<file path="config.mk">
export PLATFORM = sky130hd
export DESIGN_NAME = fp_simd_arbiter
export DESIGN_NICKNAME = d
export VERILOG_FILES = /design/src/rtl/fp_simd_arbiter.sv
export SDC_FILE = /design/constraint.sdc
export NUM_CORES = 1
export LEC_CHECK = 0
export ABC_CLOCK_PERIOD_IN_PS = 2700
export BUFFER_PORTS_ARGS = -buffer_cell sky130_fd_sc_hd__buf_4
export CAP_MARGIN = 20
export CORE_AREA = 2 2 349 351
export CTS_CLUSTER_SIZE = 12
export DETAILED_ROUTE_END_ITERATION = 16
export DIE_AREA = 0 0 351 353
export GPL_ROUTABILITY_DRIVEN = 0
export PLACE_DENSITY = 0.3
export SYNTH_ARGS = -nofsm -noshare
export SYNTH_HDL_FRONTEND = slang
export SYNTH_SLANG_ARGS = --single-unit
</file>
<file path="constraint.sdc">
create_clock -name clk -period 2.7 [get_ports clk]
set_input_delay 0.27 -clock clk [delete_from_list [all_inputs] [get_ports clk]]
set_output_delay 0.27 -clock clk [all_outputs]
set_load 0.05 [all_outputs]
</file>
<file path="src/rtl/fp_simd_arbiter.sv">
`default_nettype none
// ============================================================================
// Module   : fp_simd_arbiter
// Brief    : Round-robin front end that shares one FP_SIMD engine among
//            NUM_REQ requesters. It accepts one request at a time, launches
//            it on the engine, waits for a result or a timeout, and returns
//            the result through a valid/ready response channel.
// Ports    : clk, rst           - rising-edge clock, synchronous active-high reset
//            req_valid/ready    - per-requester request handshake (ready one-hot)
//            req_opcode/in1/in2 - per-requester operands, requester r in slice r
//            resp_*             - response channel (id, data, error flag)
//            fp_*               - connection to the FP_SIMD engine
// Opcodes  : 3'd0 add, 3'd1 sub, 3'd2 mul, 3'd3 reduce_add; all others illegal
// Revision : 1.0 - initial release
// ============================================================================
module fp_simd_arbiter #(
    parameter int SIMD_WIDTH = 4,
    parameter int FP_W       = 22,
    parameter int NUM_REQ    = 3,
    parameter int TIMEOUT    = 32,
    localparam int c_ID_W    = (NUM_REQ > 1) ? $clog2(NUM_REQ) : 1,
    localparam int c_DATA_W  = SIMD_WIDTH * FP_W
) (
    input  logic                          clk,
    input  logic                          rst,
    input  logic [NUM_REQ-1:0]            req_valid,
    output logic [NUM_REQ-1:0]            req_ready,
    input  logic [NUM_REQ*3-1:0]          req_opcode,
    input  logic [NUM_REQ*c_DATA_W-1:0]   req_in1,
    input  logic [NUM_REQ*c_DATA_W-1:0]   req_in2,
    output logic                          resp_valid,
    input  logic                          resp_ready,
    output logic [c_ID_W-1:0]             resp_id,
    output logic [c_DATA_W-1:0]           resp_data,
    output logic                          resp_err,
    output logic                          fp_en,
    output logic [2:0]                    fp_opcode,
    output logic [c_DATA_W-1:0]           fp_in1,
    output logic [c_DATA_W-1:0]           fp_in2,
    input  logic [c_DATA_W-1:0]           fp_output,
    input  logic                          fp_valid,
    input  logic                          fp_busy
);

    localparam logic [2:0] c_OP_ADD        = 3'd0;
    localparam logic [2:0] c_OP_SUB        = 3'd1;
    localparam logic [2:0] c_OP_MUL        = 3'd2;
    localparam logic [2:0] c_OP_REDUCE_ADD = 3'd3;

    localparam logic [1:0] c_S_IDLE = 2'd0;
    localparam logic [1:0] c_S_EXEC = 2'd1;
    localparam logic [1:0] c_S_RESP = 2'd2;

    localparam int c_CNT_W = $clog2(TIMEOUT) + 1;
    localparam logic [c_CNT_W-1:0] c_CNT_LAST = c_CNT_W'(TIMEOUT - 1);
    localparam logic [c_ID_W-1:0]  c_LAST_RST = c_ID_W'(NUM_REQ - 1);

    logic [1:0]          r_state;
    logic [c_ID_W-1:0]   r_last_grant;
    logic [c_CNT_W-1:0]  r_cnt;
    logic [c_ID_W-1:0]   r_id;
    logic [2:0]          r_opcode;
    logic [c_DATA_W-1:0] r_in1;
    logic [c_DATA_W-1:0] r_in2;
    logic [c_DATA_W-1:0] r_resp_data;
    logic                r_resp_err;
    logic                r_fp_en;

    logic                w_found;
    logic [c_ID_W-1:0]   w_winner;
    logic                w_grant;
    logic [2:0]          w_win_opcode;
    logic                w_op_legal;

    // Round-robin search: first valid requester at or after last_grant+1.
    always_comb begin
        w_found  = 1'b0;
        w_winner = '0;
        for (int i = 0; i < NUM_REQ; i++) begin
            if (!w_found && req_valid[(int'(r_last_grant) + 1 + i) % NUM_REQ]) begin
                w_found  = 1'b1;
                w_winner = c_ID_W'((int'(r_last_grant) + 1 + i) % NUM_REQ);
            end
        end
    end

    // Gated by rst so a requester never sees an accept that is then discarded.
    assign w_grant      = (r_state == c_S_IDLE) && !fp_busy && w_found && !rst;
    assign w_win_opcode = req_opcode[int'(w_winner)*3 +: 3];
    assign w_op_legal   = (w_win_opcode == c_OP_ADD) || (w_win_opcode == c_OP_SUB) ||
                          (w_win_opcode == c_OP_MUL) || (w_win_opcode == c_OP_REDUCE_ADD);

    generate
        for (genvar r = 0; r < NUM_REQ; r++) begin : g_ready
            assign req_ready[r] = w_grant && (w_winner == c_ID_W'(r));
        end
    endgenerate

    always_ff @(posedge clk) begin
        if (rst) begin
            r_state      <= c_S_IDLE;
            r_last_grant <= c_LAST_RST;
            r_cnt        <= '0;
            r_id         <= '0;
            r_opcode     <= '0;
            r_in1        <= '0;
            r_in2        <= '0;
            r_resp_data  <= '0;
            r_resp_err   <= 1'b0;
            r_fp_en      <= 1'b0;
        end else begin
            case (r_state)
                c_S_IDLE: begin
                    if (w_grant) begin
                        r_last_grant <= w_winner;
                        r_id         <= w_winner;
                        r_opcode     <= w_win_opcode;
                        r_in1        <= req_in1[int'(w_winner)*c_DATA_W +: c_DATA_W];
                        r_in2        <= req_in2[int'(w_winner)*c_DATA_W +: c_DATA_W];
                        r_cnt        <= '0;
                        r_resp_data  <= '0;
                        if (w_op_legal) begin
                            r_state    <= c_S_EXEC;
                            r_fp_en    <= 1'b1;
                            r_resp_err <= 1'b0;
                        end else begin
                            // Illegal opcode never reaches the engine.
                            r_state    <= c_S_RESP;
                            r_fp_en    <= 1'b0;
                            r_resp_err <= 1'b1;
                        end
                    end
                end
                c_S_EXEC: begin
                    r_cnt <= r_cnt + 1'b1;
                    // A result arriving on the last allowed cycle still counts.
                    if (fp_valid) begin
                        r_resp_data <= fp_output;
                        r_resp_err  <= 1'b0;
                        r_fp_en     <= 1'b0;
                        r_state     <= c_S_RESP;
                    end else if (r_cnt == c_CNT_LAST) begin
                        r_resp_data <= '0;
                        r_resp_err  <= 1'b1;
                        r_fp_en     <= 1'b0;
                        r_state     <= c_S_RESP;
                    end
                end
                c_S_RESP: begin
                    if (resp_ready) begin
                        r_state <= c_S_IDLE;
                    end
                end
                default: begin
                    r_state <= c_S_IDLE;
                    r_fp_en <= 1'b0;
                end
            endcase
        end
    end

    assign resp_valid = (r_state == c_S_RESP);
    assign resp_id    = r_id;
    assign resp_data  = r_resp_data;
    assign resp_err   = r_resp_err;
    assign fp_en      = r_fp_en;
    assign fp_opcode  = r_opcode;
    assign fp_in1     = r_in1;
    assign fp_in2     = r_in2;

endmodule
`default_nettype wire

</file>
==> flow_summary_export.csv, run 1 <==
group,metric,value,unit
cts,clock_latency,0.59,ns
synth,yosys.area_share.simple,0.03747,
cts,clk_path_buf_depth,3,
placed_design,place_area,24610,um2
synth,yosysSeqAreaShare,0.3698,
synth,synth-xor-area-share,0,
critical_path,r2r-end,"fp_in1[86]",
sta,slew_headroom,0.3968,
global_routing,grt_start_max_net_pins,77,
drt,drt_iter0_markers,914,
sta,tns,-0.06580,ns
sta,rsz0062_at_grt,"yes",
synth,ys_types,43,
drt,avgViaCountPerCell,4.337,
drt,wl_per_cell,23.18,um
final_layout,syn2layout_area_growth,90.45,%
synth,ys_warn_count,0,
floorplan,initial_core_util,0.1257,
drt,first_pass_iters,5,
job,maxCapViolCount,0,
cts,cts_made_buffers,42,
cts,clock-sinks,280,
synth,yosysMostFrequentCell,"dfxtp_1",
critical_path,slowest_delay,0.36,ns
sta,fin_ws,-0.06372,ns
floorplan,dieArea,123900,um2
synth,synth_commonest_cells,"280 x dfxtp_1, 189 x inv_1, 182 x o211ai_1",
global_routing,grt_usage,0.1588,
drt,drt-total-wl,103700,um
hold_path,holdPathEnd,"fp_in1[68]",
sta,drv_slew,0,
critical_path,critical_path_class,"reg -> out",
hold_path,whs_path_depth,3,
pwr,power_density,800.0,nW/um2
pwr,power,0.02310,W
synth,synth_mux_area_frac,0.001981,
final_layout,final_nets,3449,
drt,vias,19402,
placed_design,portBuffers,907,
sta,min_period,2.764,ns
pwr,vdd_drop_max,0.0003612,V
cts,cts_max_level,2,
synth,synth_top_family_by_area,"compound AO/OA/AOI/OAI gates",
status,violations,"setup timing",
final_layout,postLayoutCoreUtil,0.2394,
critical_path,cp_cell_sequence,"buf_6 > ha_4 > buf_6 > mux2i_1 > o21a_2 > or3_4 > o211a_1 > nor2_2 > buf_6",
synth,syn_inst,1703,
synth,synth_compound_area_frac,0.4698,
floorplan,dieHeight,353,um
critical_path,r2r-start,"r_last_grant[0]",
hold_path,worstHoldStart,"req_in1[244]",
sta,fin_crit_sh,1.024,
critical_path,end_kind,"output pin",
critical_path,critPathMostFrequentCell,"buf_6",
floorplan,ioPinCount,908,
sta,fmax,361.8,MHz
sta,hold_violations,0,
final_layout,final_layout_size_suffix_gt1_frac,0.4054,
critical_path,cp.arrival,2.49,ns
final_layout,fillCellCount,13261,
floorplan,row_count,128,
synth,synth_top_cell_area_share,0.3698,
cts,cts_root_buf,"clkbuf_16",
synth,synth_area_leaders,"dfxtp_1 37%, a32o_1 12%, o2111ai_1 10%",
drt,ant_nets,0,
synth,synthAdderAreaFrac,0.004127,
pwr,p_leak,12.32,nW
critical_path,rrSetupSlack,0.01,ns
critical_path,r2r_cells,11,
synth,synth_area_leader_cell,"dfxtp_1",
sta,setup_viol_count_final,2,
sta,worstMarginPinSlew,0.9047,ns
synth,synthArstFlopShare,0,
status,outcome,"complete, but fails checks",
cts,path_clk_slew,0.06,ns
critical_path,cpMaxStageDelayCell,"or3_4",
synth,ys_ff_latch,280,
critical_path,required,2.43,ns
global_routing,overflow,0,
drt,drc,0,
synth,syn_avg_cell_area,8.902,um2
floorplan,fp.dieW,351,um
global_routing,antenna_found_initial,18,
placed_design,dp_hpwl,76640,um
hold_path,hold_path_class,"in -> reg",
synth,syn-num-nets,2341,
sta,fin_skew,0.02538,ns
global_routing,grt_pass1_wl,146600,um
floorplan,core_area,120600,um2
final_layout,postLayoutCellArea,28870,um2
critical_path,critPathLaunchType,"flip-flop",
global_routing,grt_pass1_vias,20700,
synth,synth_edf_count,0,
critical_path,cp_max_fo,3,
cts,cts_tree,"built",
synth,syn_area,15160,um2
synth,synthFlopType,"dfxtp_1",
[flip-flops by register name (all words and copies together), names as in the netlist]
| signal | cells |
|---|---|
| resp_id | 1 |
| fp_in1 | 88 |
| r_state | 2 |
| resp_data | 88 |
| r_last_grant | 2 |
| fp_in2 | 88 |
| fp_opcode | 3 |
| resp_err | 1 |
| r_cnt | 6 |
| fp_en | 1 |
[report_power, final]
part,internal [W],switching [W]
logic,0.00460,0.00761
clock network,0.00308,0.00224
registers,0.00499,0.000573
total,0.0127,0.0104
[worst max path at each step]
stage,from,to,slack (ns),cells after the start
floorplan,r_last_grant[0],req_ready[0],0.13,9
global placement,r_last_grant[0],fp_in2[83],-0.12,9
detailed placement,r_last_grant[0],fp_in2[83],-0.10,9
CTS,r_last_grant[0],req_ready[1],-0.15,9
global route,r_last_grant[0],req_ready[1],-0.17,9
finish,r_last_grant[0],req_ready[1],-0.06,9
[area by class of cell]
cell class | count | area, um2 | share of cell area
Inverter | 190 | 720.7 | 0.02496
Clock buffer | 64 | 1214 | 0.04204
Multi-Input combinational cell | 991 | 8024 | 0.2779
Clock inverter | 8 | 61.31 | 0.002124
Timing Repair Buffer | 1306 | 11180 | 0.3873
Antenna cell | 10 | 25.02 | 0.0008667
Sequential cell | 280 | 5610 | 0.1943
Tap cell | 1625 | 2033 | 0.07042
[metal layers]
| metal | up-vias | track usage | wire [um] |
|---|---|---|---|
| met2 | 679 | 0.2837 | 52710 |
| li1 | 9014 | - | - |
| met4 | 8 | 0.04695 | 2510 |
| met1 | 9586 | 0.1820 | 40420 |
| met3 | 115 | 0.04467 | 8006 |
| met5 | - | 0 | 53 |
[timing repair]
action,in CTS,in global routing
buffers inserted,19,4
gates resized for setup,29,12
hold buffers,254,0
setup endpoints to repair,4,6
gates cloned,2,0
pin swaps,15,6
endpoints found under the hold margin,254,0
[kinds of logic (layout without fill, tap and decap cells)]
| family | after synthesis | after routing |
|---|---|---|
| buf+inv | 432 | 1568 |
| mux | 3 | 3 |
| flops | 280 | 280 |
| fa+ha+maj | 5 | 5 |
| compound gates | 847 | 847 |
| other cells | 0 | 10 |
| simple gates | 136 | 136 |
[through the flow]
stage,hold WS (ns),std cells,worst slack [ns]
after floorplan,0.4070,1703,0.1264
after global placement,0.4659,4113,-0.1220
after detailed placement,0.4570,4113,-0.1016
after CTS,0.00002776,4460,-0.1495
after global routing,0.02067,4474,-0.1692
final,0.04798,4474,-0.06372
[layout by cell type, fill, tap and decap left out, types with 3 or more instances in the layout]
| master | count |
|---|---|
| o21ai_0 | 7 |
| inv_1 | 186 |
| dfxtp_1 | 278 |
| o2111ai_2 | 5 |
| nor2b_1 | 4 |
| buf_12 | 53 |
| buf_4 | 990 |
| o211ai_1 | 182 |
| o2111ai_1 | 175 |
| inv_6 | 3 |
| a21oi_1 | 11 |
| clkbuf_1 | 14 |
| nand2b_1 | 3 |
| nand2_1 | 10 |
| clkbuf_16 | 42 |
| diode_2 | 10 |
| nor2_1 | 95 |
| dlygate4sd3_1 | 254 |
| nand3_1 | 5 |
| clkinv_2 | 4 |
| buf_6 | 6 |
| a32oi_1 | 88 |
| clkbuf_8 | 8 |
| ha_4 | 3 |
| a32o_1 | 179 |
| o21a_1 | 178 |
[critical path, delay by kind of cell, from the launching register on]
family / cells / cell delay [ns]
compound gates: 2 / 0.39
fa+ha+maj: 1 / 0.17
buf+inv: 3 / 0.43
flops: 1 / 0.33
mux: 1 / 0.11
simple gates: 2 / 0.47
Power figures use the tool's default switching activity.
==> inputs of run 2 (changes only) <==
- CELL_PAD_IN_SITES_DETAIL_PLACEMENT: not set -> 2
- CELL_PAD_IN_SITES_GLOBAL_PLACEMENT: not set -> 2
- CORE_AREA: 2 2 349 351 -> 2 2 351 353
- DIE_AREA: 0 0 351 353 -> 0 0 353 355
- PLACE_DENSITY: 0.3 -> 0.46
==> run 2 against run 1 <==
The run still ends with setup timing left. Largest power group unchanged. Global-route usage up 0.98 points. Clock power grew 7.1%. Sequential power hardly changed. Core utilization down 0.092 points. Via count up 1.4%. Die area up 1.1%. Non-clock buffer count rose by 9. Total power is 2.2% higher. Worst setup slack worse by 0.011 ns. Highest routed layer unchanged. Clock-buffer cell count increased by 1. Combinational power is essentially flat. Critical path type unchanged. Design area grew 0.28%.
==> flow_summary_export.csv, run 2 (same netlist as run 1, synthesis figures left out) <==
group,metric,value,unit
placed_design,portBuffers,907,
drt,drc,0,
drt,wl_per_cell,24.71,um
final_layout,final_common_cell,"buf_4",
floorplan,core_area,121400,um2
global_routing,grt_usage,0.1686,
critical_path,critPathLaunchType,"flip-flop",
critical_path,cp.arrival,2.50,ns
final_layout,mostFrequentLayoutCells,"995 x buf_4, 278 x dfxtp_1, 264 x dlygate4sd3_1",
cts,cts_root_buf,"clkbuf_16",
placed_design,place_area,24530,um2
pwr,power,0.02362,W
critical_path,crit_buf_inv,4,
critical_path,cp_max_fo,6,
global_routing,overflow,0,
drt,avgViaCountPerCell,4.378,
final_layout,final_layout_size_suffix_gt1_frac,0.4030,
cts,cts_made_buffers,43,
global_routing,use_met2,0.3007,
sta,fin_crit_sh,1.028,
global_routing,grt_start_max_net_pins,81,
final_layout,final_nets,3459,
floorplan,dieArea,125300,um2
pwr,vdd_drop_max,0.0004283,V
sta,hold_violations,0,
sta,slew_headroom,0.4521,
placed_design,dp_hpwl,81860,um
global_routing,grt_pass1_vias,22285,
drt,drt_iter0_markers,871,
floorplan,dieHeight,355,um
final_layout,syn2layout_area_growth,90.98,%
global_routing,antenna_found_initial,27,
status,outcome,"complete, but fails checks",
global_routing,grtUsageMet3,0.04456,
sta,fmax,360.4,MHz
global_routing,grt_pass1_wl,158500,um
floorplan,fp.dieW,353,um
critical_path,cp-startpoint,"r_last_grant[1]",
cts,path_clk_slew,0.06,ns
critical_path,critical_path_class,"reg -> out",
pwr,p_leak,12.37,nW
critical_path,critPathMostFrequentCell,"buf_6",
final_layout,instances_no_fill,4495,
drt,drt-total-wl,111100,um
critical_path,critPathTopFamily,"compound AO/OA/AOI/OAI gates",
global_routing,grt_use_met1,0.1911,
floorplan,initial_core_util,0.1249,
global_routing,busiest_layer,"met2",
final_layout,postLayoutCellArea,28950,um2
sta,drv_slew,0,
floorplan,row_count,128,
critical_path,rrSetupSlack,0.07,ns
drt,vias,19680,
hold_path,worstHoldStart,"req_opcode[6]",
cts,clk_path_buf_depth,3,
sta,fin_skew,0.02745,ns
job,maxCapViolCount,0,
cts,cts_max_level,2,
drt,ant_nets,0,
drt,first_pass_iters,4,
sta,min_period,2.775,ns
cts,cts_tree,"built",
critical_path,cp_cell_sequence,"buf_6 > ha_4 > nand2b_4 > a221o_4 > buf_8 > o211ai_1 > buf_4 > nor3_4 > buf_6",
sta,rsz0062_at_grt,"yes",
cts,clock_latency,0.62,ns
critical_path,required,2.43,ns
critical_path,cpMaxStageDelayCell,"a221o_4",
sta,fin_ws,-0.07483,ns
status,violations,"setup timing",
placed_design,dp_cells,4113,
hold_path,hold_path_class,"in -> reg",
placed_design,place_ws,-0.08184,ns
floorplan,ioPinCount,908,
critical_path,r2r-start,"r_last_grant[1]",
sta,setup_viol_count_final,3,
cts,clock-sinks,280,
critical_path,slowest_delay,0.42,ns
critical_path,end_kind,"output pin",
pwr,power_density,815.7,nW/um2
sta,worstMarginPinSlew,0.8218,ns
[run 2: cell count changes in the layout (fill, tap and decap cells not counted), sizes merged]
cell | before | now
clkinv | 5 | 6
diode | 10 | 19
dlygate4sd3 | 254 | 264
clkbuf | 64 | 66
bufbuf | 2 | 0
bufinv | 0 | 1
[run 2: routing by layer]
layer	vias to the layer above	part of all wire
met2	603	0.50
met4	12	0.036
li1	9026	-
met3	172	0.059
met5	-	0.00063
met1	9867	0.40
[run 2: cell type report]
cell class | instances | area [um2]
sequential | 280 | 5610
clock buffer | 65 | 1239
multi-input combinational | 991 | 7986
antenna | 19 | 47.55
timing repair buffer | 1315 | 11170
fill | 13875 | 92440
clock inverter | 10 | 146.4
tap | 1625 | 2033
inverter | 190 | 718.2
[run 2: repair_timing]
item | in CTS | in global routing
endpoints found under the hold margin | 259 | 0
pin swaps | 11 | 10
buffers inserted | 19 | 4
hold buffers | 264 | 0
endpoints found under the setup margin | 135 | 16
gates cloned | 0 | 1
resized for setup | 32 | 8
[run 2: worst paths after layout]
path,to,cells after the start
max,req_ready[0],9
min,fp_opcode[0],3
max reg2reg,fp_in2[87],9
min reg2reg,resp_id[1],2
[run 2: power breakdown]
part / leakage [nW] / internal [W] / switching, W
Combinational: 9.41 / 0.00461 / 0.00774
Sequential: 2.29 / 0.00499 / 0.000576
Clock: 0.671 / 0.00329 / 0.00241
Total: 12.4 / 0.0129 / 0.0107
[run 2: worst reg2reg max path: stages, from the launching register on]
cell and delay (ns):
dfxtp_2 0.33, buf_6 0.12, ha_4 0.18, nand2b_4 0.15, a221o_4 0.42, buf_6 0.16, buf_12 0.17, o2111ai_1 0.44
o211ai_1 0.25, a32o_1 0.28
[run 2: metrics by stage]
stage,util,setup TNS (ns),hold slack [ns]
2_1_floorplan,-,0,0.4070
3_3_place_gp,0.2020,-0.02356,0.4475
3_5_place_dp,0.2020,-1.775,0.4638
4_1_cts,0.2374,-0.3902,0.001046
5_1_grt,0.2385,-0.6016,0.04806
6_report,0.2385,-0.1515,0.05451
==> inputs of run 3 (changes only) <==
- GPL_TIMING_DRIVEN: not set -> 0
==> run 3 against run 2 <==
The flow still finishes with violations (setup timing). Worst setup slack worse by 0.12 ns. Clock power grew 2%. Die area is the same. Flip-flop and latch count unchanged. Critical endpoint is now req_ready[1]. Largest cell class unchanged. Highest routed layer unchanged.
==> flow_summary_export.csv, run 3 (same netlist as run 1, synthesis figures left out) <==
group,metric,value,unit
status,outcome,"complete, but fails checks",
status,violations,"setup timing",
pwr,power_density,817.5,nW/um2
cts,clock_latency,0.62,ns
sta,worstMarginPinSlew,1.074,ns
floorplan,ioPinCount,908,
drt,first_pass_iters,6,
sta,slew_headroom,0.2840,
placed_design,portBuffers,907,
cts,cts_root_buf,"clkbuf_16",
floorplan,core_area,121400,um2
cts,cts_made_buffers,43,
critical_path,required,2.43,ns
final_layout,final_layout_size_suffix_gt1_frac,0.4108,
drt,vias,20468,
final_layout,fillCellCount,13975,
global_routing,overflow,0,
pwr,power,0.02403,W
critical_path,critical_path_class,"reg -> out",
cts,path_clk_slew,0.06,ns
critical_path,cp_max_fo,5,
sta,drv_slew,0,
drt,drt-total-wl,126200,um
final_layout,instances_no_fill,4638,
critical_path,end_kind,"output pin",
sta,fin_crit_sh,1.072,
sta,tns,-0.4964,ns
global_routing,grt_pass1_vias,22658,
final_layout,final_nets,3600,
sta,setup_viol_count_final,3,
cts,clk_path_buf_depth,3,
drt,wl_per_cell,27.21,um
sta,fin_skew,0.03135,ns
job,maxCapViolCount,0,
global_routing,grt_usage,0.1898,
placed_design,dp_cells,4236,
final_layout,mostFrequentLayoutCells,"947 x buf_4, 278 x dfxtp_1, 263 x dlygate4sd3_1",
pwr,p_leak,12.57,nW
pwr,vdd_drop_max,0.0004095,V
drt,avgViaCountPerCell,4.413,
hold_path,hold_path_class,"in -> reg",
sta,rsz0062_at_grt,"yes",
placed_design,dp_hpwl,99220,um
sta,fin_ws,-0.1931,ns
sta,hold_violations,0,
critical_path,cp.arrival,2.62,ns
drt,ant_nets,0,
cts,cts_tree,"built",
sta,fmax,345.7,MHz
floorplan,row_count,128,
sta,min_period,2.893,ns
floorplan,initial_core_util,0.1249,
floorplan,fp.dieW,353,um
cts,cts_max_level,2,
global_routing,grt_start_max_net_pins,13,
final_layout,syn2layout_area_growth,93.87,%
floorplan,dieHeight,355,um
final_layout,final_common_cell,"buf_4",
drt,drc,0,
cts,clock-sinks,280,
global_routing,antenna_found_initial,29,
global_routing,grt_pass1_wl,173400,um
drt,drt_iter0_markers,897,
floorplan,dieArea,125300,um2
critical_path,critPathLaunchType,"flip-flop",
[run 3: cell types whose count changed in the layout (fill, tap and decap cells not counted), sizes merged]
| cell | previous run | this run |
|---|---|---|
| buf | 1050 | 1052 |
| clkinvlp | 1 | 2 |
| inv | 192 | 191 |
| clkinv | 6 | 7 |
| dlygate4sd3 | 264 | 263 |
| clkbuf | 66 | 207 |
[run 3: report_power, final]
part	switching (W)	internal, W	leakage [nW]	total [W]
Sequential	0.000581	0.00499	2.29	0.00557
Combinational	0.00819	0.00446	9.59	0.0127
Clock	0.00243	0.00337	0.686	0.00580
Total	0.0112	0.0128	12.6	0.0240
[run 3: final timing paths]
kind              slack, ns       startpoint            to  cells past startpoint
setup / recovery      -0.19  r_last_grant[0]  req_ready[1]                     11
hold / removal         0.04     req_in2[214]    fp_in2[38]                      3
setup reg to reg       0.01  r_last_grant[0]     fp_in2[0]                     11
hold reg to reg        0.46       resp_id[1]    resp_id[1]                      2
[run 3: timing repair]
action                                  4_1_cts  5_1_grt
hold buffers                                263        0
endpoints found under the setup margin      281      200
setup buffers                                15       24
pin swaps                                    13       37
resized for setup                            99      187
cloned                                        1        6
endpoints found under the hold margin       263        0
[run 3: layer usage]
layer / track usage / up-vias / part of all wire
li1: - / 9315 / -
met1: 0.2222 / 10389 / 0.41
met2: 0.3421 / 603 / 0.51
met3: 0.04097 / 147 / 0.053
met4: 0.06179 / 14 / 0.027
met5: 0 / - / 0.00077
[run 3: area by class of cell]
type                            count  area (um2)  area share
Tap cell                         1625        2033     0.06918
Clock inverter                     11       128.9    0.004385
Multi-Input combinational cell    991        8137      0.2769
Inverter                          190       723.2     0.02461
Sequential cell                   280        5610      0.1909
Buffer                            239        1434     0.04879
Timing Repair Buffer             1217        9993      0.3400
Antenna cell                       19       47.55    0.001618
Clock buffer                       66        1282     0.04364
[run 3: through the flow]
stage | setup slack (ns) | hold slack (ns) | utilization | instance area [um2]
after CTS | -0.3349 | 0.0009892 | 0.2347 | 28490
after detailed placement | -0.8963 | 0.4558 | 0.1980 | 24030
final | -0.1931 | 0.04238 | 0.2421 | 29390
after global routing | -0.2966 | 0.04244 | 0.2420 | 29380
after floorplan | 0.1264 | 0.4070 | - | 15170
after global placement | -1.395 | 0.4459 | 0.1978 | 24020
[run 3: worst max-delay path: stages, from the launching register on]
cell and delay, ns:
dfxtp_4 0.37, inv_4 0.04, ha_4 0.25, buf_6 0.13, nand3b_1 0.11, buf_4 0.13, o21ai_4 0.06, buf_6 0.13
or3_4 0.37, o211a_4 0.17, nor2_4 0.09, buf_8 0.16
